<file path="config.mk">
export PLATFORM = sky130hd
export DESIGN_NAME = ecap5_dwbarb
export DESIGN_NICKNAME = d
export VERILOG_FILES = /design/src/rtl/ecap5_dwbarb_pkg.sv /design/src/rtl/ecap5_dwbarb.sv
export SDC_FILE = /design/constraint.sdc
export NUM_CORES = 1
export LEC_CHECK = 0
export CELL_PAD_IN_SITES_DETAIL_PLACEMENT = 1
export CELL_PAD_IN_SITES_GLOBAL_PLACEMENT = 1
export CORE_ASPECT_RATIO = 0.8
export CORE_MARGIN = 4
export CORE_UTILIZATION = 13
export DETAILED_ROUTE_END_ITERATION = 8
export PLACE_DENSITY_LB_ADDON = 0.1
export SLEW_MARGIN = 20
export SYNTH_ARGS = -nofsm -noshare
export SYNTH_HDL_FRONTEND = slang
export SYNTH_SLANG_ARGS = --single-unit
</file>
<file path="constraint.sdc">
create_clock -name clk_i -period 3.3 [get_ports clk_i]
set_input_delay 0.66 -clock clk_i [delete_from_list [all_inputs] [get_ports clk_i]]
set_output_delay 0.66 -clock clk_i [all_outputs]
set_load 0.05 [all_outputs]
</file>
<file path="src/rtl/ecap5_dwbarb_pkg.sv">
// ecap5_dwbarb_pkg - shared types and widths for the two-initiator
// Wishbone B4 pipelined arbiter.
package ecap5_dwbarb_pkg;

  localparam int ADR_W = 32;
  localparam int DAT_W = 32;
  localparam int SEL_W = 4;

  typedef enum logic [1:0] {
    IDLE   = 2'd0,
    GRANT0 = 2'd1,
    GRANT1 = 2'd2
  } arb_state_t;

endpackage

</file>
<file path="src/rtl/ecap5_dwbarb.sv">
// ecap5_dwbarb - merges two Wishbone B4 pipelined initiators (m0, m1) onto
// one shared master port. Ownership is held for a whole CYC and handed over
// without an idle cycle; the request/response paths are combinational.
// Build option: ECAP5_DWBARB_ROUND_ROBIN_EN selects a round-robin pointer for
// simultaneous requests; when undefined, m0 always wins contention.
module ecap5_dwbarb
  import ecap5_dwbarb_pkg::*;
(
  input  logic             clk_i,
  input  logic             rst_ni,
  input  logic [ADR_W-1:0] m0_wb_adr_i,
  input  logic [DAT_W-1:0] m0_wb_dat_i,
  output logic [DAT_W-1:0] m0_wb_dat_o,
  input  logic [SEL_W-1:0] m0_wb_sel_i,
  input  logic             m0_wb_we_i,
  input  logic             m0_wb_stb_i,
  input  logic             m0_wb_cyc_i,
  output logic             m0_wb_ack_o,
  output logic             m0_wb_stall_o,
  input  logic [ADR_W-1:0] m1_wb_adr_i,
  input  logic [DAT_W-1:0] m1_wb_dat_i,
  output logic [DAT_W-1:0] m1_wb_dat_o,
  input  logic [SEL_W-1:0] m1_wb_sel_i,
  input  logic             m1_wb_we_i,
  input  logic             m1_wb_stb_i,
  input  logic             m1_wb_cyc_i,
  output logic             m1_wb_ack_o,
  output logic             m1_wb_stall_o,
  output logic [ADR_W-1:0] s_wb_adr_o,
  output logic [DAT_W-1:0] s_wb_dat_o,
  output logic [SEL_W-1:0] s_wb_sel_o,
  output logic             s_wb_we_o,
  output logic             s_wb_stb_o,
  output logic             s_wb_cyc_o,
  input  logic [DAT_W-1:0] s_wb_dat_i,
  input  logic             s_wb_ack_i,
  input  logic             s_wb_stall_i,
  output logic [1:0]       grant_o
);

  arb_state_t state_q, state_d;
  logic [1:0] grant_q, grant_d;
  logic       ptr_s;  // 0: m0 preferred on contention, 1: m1 preferred

  // Next owner: contention resolved by ptr_s, release hands straight over.
  always_comb begin
    state_d = state_q;
    case (state_q)
      IDLE: begin
        if (m0_wb_cyc_i && m1_wb_cyc_i) begin
          state_d = ptr_s ? GRANT1 : GRANT0;
        end else if (m0_wb_cyc_i) begin
          state_d = GRANT0;
        end else if (m1_wb_cyc_i) begin
          state_d = GRANT1;
        end else begin
          state_d = IDLE;
        end
      end
      GRANT0: begin
        if (!m0_wb_cyc_i) begin
          state_d = m1_wb_cyc_i ? GRANT1 : IDLE;
        end else begin
          state_d = GRANT0;
        end
      end
      GRANT1: begin
        if (!m1_wb_cyc_i) begin
          state_d = m0_wb_cyc_i ? GRANT0 : IDLE;
        end else begin
          state_d = GRANT1;
        end
      end
      default: state_d = IDLE;
    endcase
  end

  // Registered one-hot owner, updated on the same edge as the state.
  always_comb begin
    case (state_d)
      GRANT0:  grant_d = 2'b01;
      GRANT1:  grant_d = 2'b10;
      default: grant_d = 2'b00;
    endcase
  end

  // State and grant registers.
  always_ff @(posedge clk_i or negedge rst_ni) begin
    if (!rst_ni) begin
      state_q <= IDLE;
      grant_q <= 2'b00;
    end else begin
      state_q <= state_d;
      grant_q <= grant_d;
    end
  end

`ifdef ECAP5_DWBARB_ROUND_ROBIN_EN
  logic ptr_q, ptr_d;

  // Entering a grant hands the preference to the other master.
  always_comb begin
    if ((state_d != state_q) && (state_d == GRANT0)) begin
      ptr_d = 1'b1;
    end else if ((state_d != state_q) && (state_d == GRANT1)) begin
      ptr_d = 1'b0;
    end else begin
      ptr_d = ptr_q;
    end
  end

  // Round-robin pointer register.
  always_ff @(posedge clk_i or negedge rst_ni) begin
    if (!rst_ni) begin
      ptr_q <= 1'b0;
    end else begin
      ptr_q <= ptr_d;
    end
  end

  assign ptr_s = ptr_q;
`else
  assign ptr_s = 1'b0;
`endif

  // Combinational mux between the owner and the shared port; idle values otherwise.
  always_comb begin
    s_wb_adr_o    = '0;
    s_wb_dat_o    = '0;
    s_wb_sel_o    = '0;
    s_wb_we_o     = 1'b0;
    s_wb_stb_o    = 1'b0;
    s_wb_cyc_o    = 1'b0;
    m0_wb_dat_o   = '0;
    m0_wb_ack_o   = 1'b0;
    m0_wb_stall_o = 1'b1;
    m1_wb_dat_o   = '0;
    m1_wb_ack_o   = 1'b0;
    m1_wb_stall_o = 1'b1;
    case (state_q)
      GRANT0: begin
        s_wb_adr_o    = m0_wb_adr_i;
        s_wb_dat_o    = m0_wb_dat_i;
        s_wb_sel_o    = m0_wb_sel_i;
        s_wb_we_o     = m0_wb_we_i;
        s_wb_stb_o    = m0_wb_stb_i & m0_wb_cyc_i;
        s_wb_cyc_o    = m0_wb_cyc_i;
        m0_wb_dat_o   = s_wb_dat_i;
        m0_wb_ack_o   = s_wb_ack_i;
        m0_wb_stall_o = s_wb_stall_i;
      end
      GRANT1: begin
        s_wb_adr_o    = m1_wb_adr_i;
        s_wb_dat_o    = m1_wb_dat_i;
        s_wb_sel_o    = m1_wb_sel_i;
        s_wb_we_o     = m1_wb_we_i;
        s_wb_stb_o    = m1_wb_stb_i & m1_wb_cyc_i;
        s_wb_cyc_o    = m1_wb_cyc_i;
        m1_wb_dat_o   = s_wb_dat_i;
        m1_wb_ack_o   = s_wb_ack_i;
        m1_wb_stall_o = s_wb_stall_i;
      end
      default: begin
        s_wb_cyc_o = 1'b0;
      end
    endcase
  end

  assign grant_o = grant_q;

endmodule

</file>
==> reports/qor.yml <==
synthesis:
  ys_types: 18
  ys_ff_latch: 4
  async_flop_share: 1.000
  netlist.top_cell.by_area: "a22oi_1"
  ys_dominant_reg_cell: "dfrtp_1"
  synthesis.area_mm2: 0.001815
  ys_top_cells_by_count: "a22oi_1, nor2b_1, and2_1"
  syn_inst: 265
  yosys_warnings: 0
  synth_edf_count: 0
  seq_area_frac_synth: 0.05513
  synth_top_area_frac: 0.2895
  synth.avg_cell_area_um2: 6.851
  syn-num-nets: 448
  synth.area.top_cells: "a22oi_1, nor2b_1, and2_1"
placed_design:
  hpwl_mm: 11.32
  port_buffers: 318
  gp_congestion: 0.7998
  dpl.cell_count: 739
power_and_ir_drop:
  p_leak_nw: 2.259
  ir_drop_v: 0.0003267
  p_per_area_mw_per_mm2: 451.1
  total_power_mw: 2.610
drt:
  drt_iter0_markers: 109
  wire_per_inst_um: 17.87
  avgViaCountPerCell: 4.148
  drcViolationCount: 0
  vias: 3078
  drt_wl_total_mm: 13.26
  antenna_left: 0
  dr.pass1.iters: 4
timing:
  timing.hold.ws_ns: 0.6491
  setup_tns_ns: 0
  tightestPinTransition_ns: 0.5093
  slew_viol_final: 0
  fmax_ghz: 0.3509
  post-route-period-util: 0.8637
  setup_viol: 0
  rsz0062_at_grt: "false"
  clock_skew_ns: 0.001456
  final-hold-violation-count: 0
  fin_crit_ns: 2.850
  slew_headroom: 0.6594
clocking:
  numCtsBuffers: 3
  cts_hold_buf: 0
  cts_tree: "yes"
  post_cts_buffers: 0
  post_cts_resized: 0
  cts.reportedPaths.clkPinSlew_ns: 0.03
  ctsHtreeMaxLevel: 1
  cts-root-buf: "clkbuf_16"
  clockBufferDepth: 2
  clock-sinks: 4
  insertion_delay_ns: 0.22
setup_path:
  crit_path_max_fanout: 45
  worst_path_max_delay_cell: "buf_4"
  crit_chain: "inv_1, ha_4, buf_4, a22oi_1, nor2b_1, buf_12"
  critical-path-top-delay-family: "buffers and inverters"
  critPathCaptureType: "output pin"
  critPathMaxStageDelay_ns: 0.45
  required_ns: 2.64
  criticalPathCategory: "flop to output pin"
  worstSetupStartpointType: "flop"
  r2r_slack_ns: 1.62
  critPathArrivalTime_ns: 2.19
  critPathBufInv: 3
grt:
  grt_overflow_total: 0
  grt_pass1_wl_mm: 19.80
  antenna_found_initial: 0
  first_global_vias: 3366
  grt_max_degree: 56
  grt_util_all_layers: 0.1528
job:
  maxCapViolations: 0
final_layout:
  fill_cells: 1555
  area_delta_synth_final_pct: 218.7
  antennaDiodeCount: 0
  multiInputGateArea_mm2: 0.001568
  fin_util: 0.4255
  drive_above_1_share: 0.2669
  fin_cells: 742
  seqCellArea_um2: 100.1
  finalNetCount: 747
floorplanning:
  ios: 319
  dieArea_mm2: 0.01593
  initial_core_util: 0.1335
  dieWidth_um: 140.1
  core-area_mm2: 0.01360
  row_count: 38
  die_h_um: 113.7
worst_hold_path:
  worstHoldPathType: "input port to asynchronous set/reset pin"
run_status:
  outcome: "finished clean"
-- layout make-up --
cell class              count  area share
multi-input cells         227      0.2710
well taps                 180     0.03893
clock buffers               3     0.01298
repair buffers            325      0.6579
flip-flops and latches      4     0.01730
inverters                   3    0.001946
-- state kept, by name (all words and copies together) (netlist names) --
register	flops
state_q	2
grant_o	2
-- logic make-up (layout without fill, tap and decap cells) --
| kind of cell | count (synthesis) | count (layout) | share of synthesized area |
|---|---|---|---|
| AO/OA/AOI/OAI | 77 | 77 | 0.3184 |
| adder cells (fa/ha/maj) | 5 | 5 | 0.03446 |
| buffers and inverters | 34 | 331 | 0.09511 |
| flip-flops | 4 | 4 | 0.05514 |
| AND/OR/NAND/NOR | 145 | 145 | 0.4969 |
-- per-layer routing --
metal  up-vias  GRT usage  share of wire
met5         -          0              0
met2       130     0.3005           0.55
met3        12    0.02766          0.053
met1      1426     0.1754           0.38
li1       1510          -              -
met4         0    0.02260          0.018
-- cells in the final DEF, fill, tap and decap left out --
cell type / count
o21bai_1: 1
ha_4: 2
ha_1: 3
nor2b_1: 70
clkdlybuf4s50_1: 181
a211oi_1: 1
nand3_1: 2
a22oi_1: 70
and2_1: 67
o21a_1: 1
nand2b_1: 5
nor2_1: 1
a21oi_1: 2
a211oi_2: 1
clkbuf_16: 3
inv_1: 3
buf_12: 73
buf_4: 71
dfrtp_1: 4
a21boi_0: 1
-- worst reg2reg max path, delay by kind of cell (launching register included) --
family | cells | cell delay, ns
AND/OR/NAND/NOR | 1 | 0.09
flip-flops | 1 | 0.41
AO/OA/AOI/OAI | 1 | 0.25
adder cells (fa/ha/maj) | 1 | 0.38
buffers and inverters | 2 | 0.44
-- power breakdown --
part | switching [mW] | leakage [nW] | total [mW] | internal, mW
clock network | 0.0325 | 0.0370 | 0.187 | 0.155
registers | 0.00787 | 0.0518 | 0.0661 | 0.0582
logic | 1.32 | 2.17 | 2.36 | 1.04
total | 1.36 | 2.26 | 2.61 | 1.25
-- final timing paths --
check	from	endpoint	cells after the start
worst max-delay path	state_q[1]	s_wb_sel_o[0]	6
worst max register to register	state_q[1]	grant_o[0]	5
min in group clk_i	state_q[1]	state_q[0]	3
worst min register to register	state_q[1]	state_q[0]	3
max in group asynchronous	rst_ni	state_q[0]	1
worst min-delay path	rst_ni	grant_o[0]	1
-- through the flow --
| step | instance area (um^2) | worst slack (ns) |
|---|---|---|
| 2_1_floorplan | 1815 | 0.5234 |
| 3_3_place_gp | 5710 | 0.6135 |
| 5_1_grt | 5786 | 0.2519 |
| 6_report | 5786 | 0.4499 |
| 4_1_cts | 5786 | 0.4184 |
| 3_5_place_dp | 5710 | 0.6077 |
Power figures use the tool's default switching activity.
==> patch 1 (same flow settings) <==
The option `ECAP5_DWBARB_ROUND_ROBIN_EN` is turned on by a define.
--- a/src/rtl/ecap5_dwbarb.sv
+++ b/src/rtl/ecap5_dwbarb.sv
@@ -5,2 +5,4 @@
 // simultaneous requests; when undefined, m0 always wins contention.
+`define ECAP5_DWBARB_ROUND_ROBIN_EN
+
 module ecap5_dwbarb
Function: changed (a bounded check fails within 4 cycles, from zero or initial values and one cycle with rst_ni low).
==> patch 1 against the unedited design <==
  * Sequential cell count up 1
  * Hold slack worse by 0.10 ns
  * Total power up 75%
  * Worst setup slack better by 0.034 ns
  * Final area down 12%
  * Wire length up 5.0%
  * Clock skew about the same
  * Synthesized area up 2.3%
  * Critical path type unchanged
  * Critical endpoint is now s_wb_dat_o[23]
  * Largest cell class unchanged
  * Highest routed layer unchanged
==> patch 1: results (changes against the unedited design) <==
largest net degree at the start of global routing -> 61 (+8.9%)
GP Congestion -> 0.8457 (+5.7%)
syn nets -> 454 (+1.3%)
worst hold start -> ptr_q$_DFFE_PN0P_
Post-DP HPWL -> 11.73 mm (+3.7%)
Pre-antenna DRT Iters -> 4 (unchanged)
CP arrival -> 2.16 ns (-0.03 ns)
LEAKAGE -> 2.105 nW (-6.8%)
Tot GR Track Use -> 15.62% (+0.34 points)
Synth cell types -> 23 (+5)
drt first-iter violations -> 99 (-9.2%)
top area cells in the synthesized netlist -> a22oi_1, nor2b_1, and2_1
WL per Instance -> 18.59 µm (+4.0%)
maximum vdd drop -> 0.4133 mV (+27%)
setup slack, reg-to-reg -> 1.17 ns (-0.45 ns)
fin nets -> 752 (+0.67%)
outcome -> completed
global-route wire length before repair -> 20.21 mm (+2.1%)
top cells by count, synth -> a22oi_1, nor2b_1, and2_1
HP Class -> register to register
Crit Reg-Reg Endpoint -> ptr_q$_DFFE_PN0P_
sequential area share after synthesis -> 6.739% (+1.2 points)
relative slew slack -> 65.61% (-0.33 points)
crit path max fanout -> 44 (-2.2%)
number of global-route vias before repair -> 3266 (-3.0%)
reg2reg path depth -> 7 (+2)
Layout Skew -> 0.001431 ns (-0.00002430 ns)
Via Count -> 3152 (+2.4%)
clock tree buffer depth -> 2 (unchanged)
layout cells sized above 1 -> 26.89% (+0.20 points)
worst r2r src -> state_q[0]$_DFF_PN0_
## patch 1: cell count changes in the layout (fill, tap and decap cells not counted), moves of 2 or more
cell	unedited run	this run
o41ai_2	0	2
nor2_1	1	3
ha_1	3	1
nand2_1	0	3
buf_12	73	12
nor3_1	0	2
buf_4	71	131
## patch 1: logic make-up after synthesis
kind of cell / Yosys count / synth area share [%]
adder cells (fa/ha/maj): 4 / 2.696
buffers and inverters: 34 / 8.221
flip-flops: 5 / 6.739
AND/OR/NAND/NOR: 152 / 50.47
AO/OA/AOI/OAI: 77 / 31.87
## patch 1: per-layer routing
layer  global-route usage, %  wire, µm
met3                   2.328       751
met1                   18.54      5372
met2                   30.35      7622
met5                       0         0
met4                   2.174       175
## patch 1: power by group through the flow
stage / Combinational (mW) / Sequential (mW) / Clock [mW]
2_1_floorplan: 2.80 / 0.143 / 0
3_3_place_gp: 4.28 / 0.115 / 0
3_5_place_dp: 4.30 / 0.116 / 0
4_1_cts: 4.31 / 0.116 / 0.203
5_1_grt: 4.50 / 0.120 / 0.207
6_report: 4.24 / 0.115 / 0.199
## patch 1: metrics by stage
stage               instances  hold WS (ns)  utilization (%)  worst slack, ns
CTS                       749        0.5546            36.86           0.4386
global route              749        0.5779            36.86           0.2714
detailed placement        745        0.5428            36.29           0.5535
finish                    749        0.5463            36.86           0.4840
floorplan                 272        0.3644                -           0.3338
global placement          745        0.5573            36.29           0.5773
## patch 1: worst max-delay path: stages, from the launching register on
cell and delay [ns]:
dfrtp_1 0.43, inv_1 0.14, ha_2 0.65, buf_12 0.25, nor2b_1 0.26, buf_12 0.17
## patch 1: how the worst max path moves through the flow
| stage | from | to | slack (ns) | cells past startpoint |
|---|---|---|---|---|
| 3_3_place_gp | s_wb_stall_i | m1_wb_stall_o | 0.58 | 3 |
| 3_5_place_dp | s_wb_stall_i | m1_wb_stall_o | 0.55 | 3 |
| 2_1_floorplan | state_q[0]$_DFF_PN0_ | s_wb_stb_o | 0.33 | 7 |
| 6_report | state_q[1]$_DFF_PN0_ | s_wb_dat_o[23] | 0.48 | 5 |
| 4_1_cts | state_q[1]$_DFF_PN0_ | s_wb_dat_o[3] | 0.44 | 5 |
| 5_1_grt | state_q[1]$_DFF_PN0_ | s_wb_dat_o[22] | 0.27 | 5 |
## patch 1: cell type report
cell class / count / area (µm²)
Tap cell: 180 / 225.2
Multi-Input combinational cell: 233 / 1607
Clock buffer: 4 / 78.83
Fill cell: 1638 / 8706
Inverter: 3 / 11.26
Timing Repair Buffer: 324 / 3035
Sequential cell: 5 / 125.1
==> patch 2 (same flow settings) <==
Without the edit above. The 3 states of `arb_state_t` get a one-hot encoding in 3 bits.
--- a/src/rtl/ecap5_dwbarb_pkg.sv
+++ b/src/rtl/ecap5_dwbarb_pkg.sv
@@ -8,6 +8,6 @@
 
-  typedef enum logic [1:0] {
-    IDLE   = 2'd0,
-    GRANT0 = 2'd1,
-    GRANT1 = 2'd2
+  typedef enum logic [2:0] {
+    IDLE   = 3'b001,
+    GRANT0 = 3'b010,
+    GRANT1 = 3'b100
   } arb_state_t;
Function: same outputs for any inputs over 10 cycles, from zero or initial values and one cycle with rst_ni low; not proved beyond that.
==> patch 2 against the unedited design <==
  * Sequential power increased by 85%
  * First-iteration DRC count decreased by 19%
  * Wire length decreased by 11%
  * Sequential cell count increased by 1
  * Worst setup slack got worse by 0.23 ns
  * Final area decreased by 19%
  * Combinational power decreased by 6%
  * Synthesized area decreased by 22%
  * Total power decreased by 2.4%
  * Die area decreased by 20%
  * Critical endpoint is now s_wb_dat_o[24]
  * Highest routed layer unchanged
==> patch 2: results (changes against the unedited design) <==
setup slack, reg-to-reg -> 1.84 ns (+0.22 ns)
number of global-route vias before repair -> 2954 (-12%)
sequential area share after synthesis -> 8.899% (+3.4 points)
Sw Ratio -> 57.67% (+5.6 points)
critical path's slowest cell -> clkdlybuf4s50_1
outcome -> completed
reg2reg path depth -> 3 (-2)
CP arrival -> 2.42 ns (+0.23 ns)
LEAKAGE -> 1.837 nW (-19%)
vias per inst -> 4.378 (+5.5%)
FF+latch area -> 126.4 µm² (+26%)
largest net degree at the start of global routing -> 62 (+11%)
Layout Skew -> 0.0009571 ns (-0.0004985 ns)
crit path max fanout -> 46 (+2.2%)
HP Class -> register to register
Crit Reg-Reg Endpoint -> grant_o[1]$_DFF_PN0_
Filler cells -> 1235 (-21%)
Tot GR Track Use -> 17.19% (+1.9 points)
global-route wire length before repair -> 17.27 mm (-13%)
fin nets -> 666 (-11%)
crit-path max cell delay -> 0.82 ns (+0.37 ns)
Synth cell types -> 20 (+2)
Post-DP HPWL -> 9.930 mm (-12%)
top area cells in the synthesized netlist -> a22o_1, and2_1, dfrtp_1
relative slew slack -> 63.88% (-2.1 points)
maximum vdd drop -> 0.2170 mV (-34%)
Comb power frac -> 87.4% (-2.9 points)
Area after DPL -> 4629 µm² (-19%)
GP Congestion -> 0.8726 (+9.1%)
-- patch 2: worst max path at each step --
| stage | end | startpoint | slack [ns] | cells past startpoint |
|---|---|---|---|---|
| after global placement | s_wb_stb_o | m0_wb_cyc_i | 0.39 | 4 |
| after floorplan | s_wb_adr_o[0] | state_q[1]$_DFF_PN0_ | 1.19 | 4 |
| after global routing | s_wb_dat_o[28] | state_q[1]$_DFF_PN0_ | 0.10 | 4 |
| final | s_wb_dat_o[24] | state_q[1]$_DFF_PN0_ | 0.22 | 4 |
| after CTS | s_wb_dat_o[28] | state_q[1]$_DFF_PN0_ | 0.19 | 4 |
| after detailed placement | s_wb_stb_o | m0_wb_cyc_i | 0.37 | 4 |
-- patch 2: metal layers --
layer  up-vias  part of all wire (%)  track usage (%)
li1       1295                     -                -
met1      1288                    36            17.83
met2       153                    54            33.55
met3         9                   8.8            6.695
met4         0                   1.0            3.167
met5         -                     0                0
-- patch 2: worst register-to-register path: stages, from the launching register on --
cell and delay [ns]:
dfstp_2 0.60, nor3b_1 0.40, nor2b_1 0.23, o31a_1 0.16
-- patch 2: cells by family after synthesis --
group / after synthesis / synth area share [%]
simple gates: 79 / 35.68
compound gates: 76 / 46.43
flops: 5 / 8.899
buf+inv: 23 / 8.987
-- patch 2: final cells by class --
type,instances,share of cell area [%]
well taps,140,3.720
flip-flops and latches,5,2.684
repair buffers,323,67.02
multi-input cells,155,24.90
clock buffers,4,1.674
-- patch 2: per-stage QoR --
step / instances / power, mW
2_1_floorplan: 183 / 1.539
3_3_place_gp: 623 / 2.356
3_5_place_dp: 623 / 2.368
4_1_cts: 627 / 2.579
5_1_grt: 627 / 2.659
6_report: 627 / 2.546
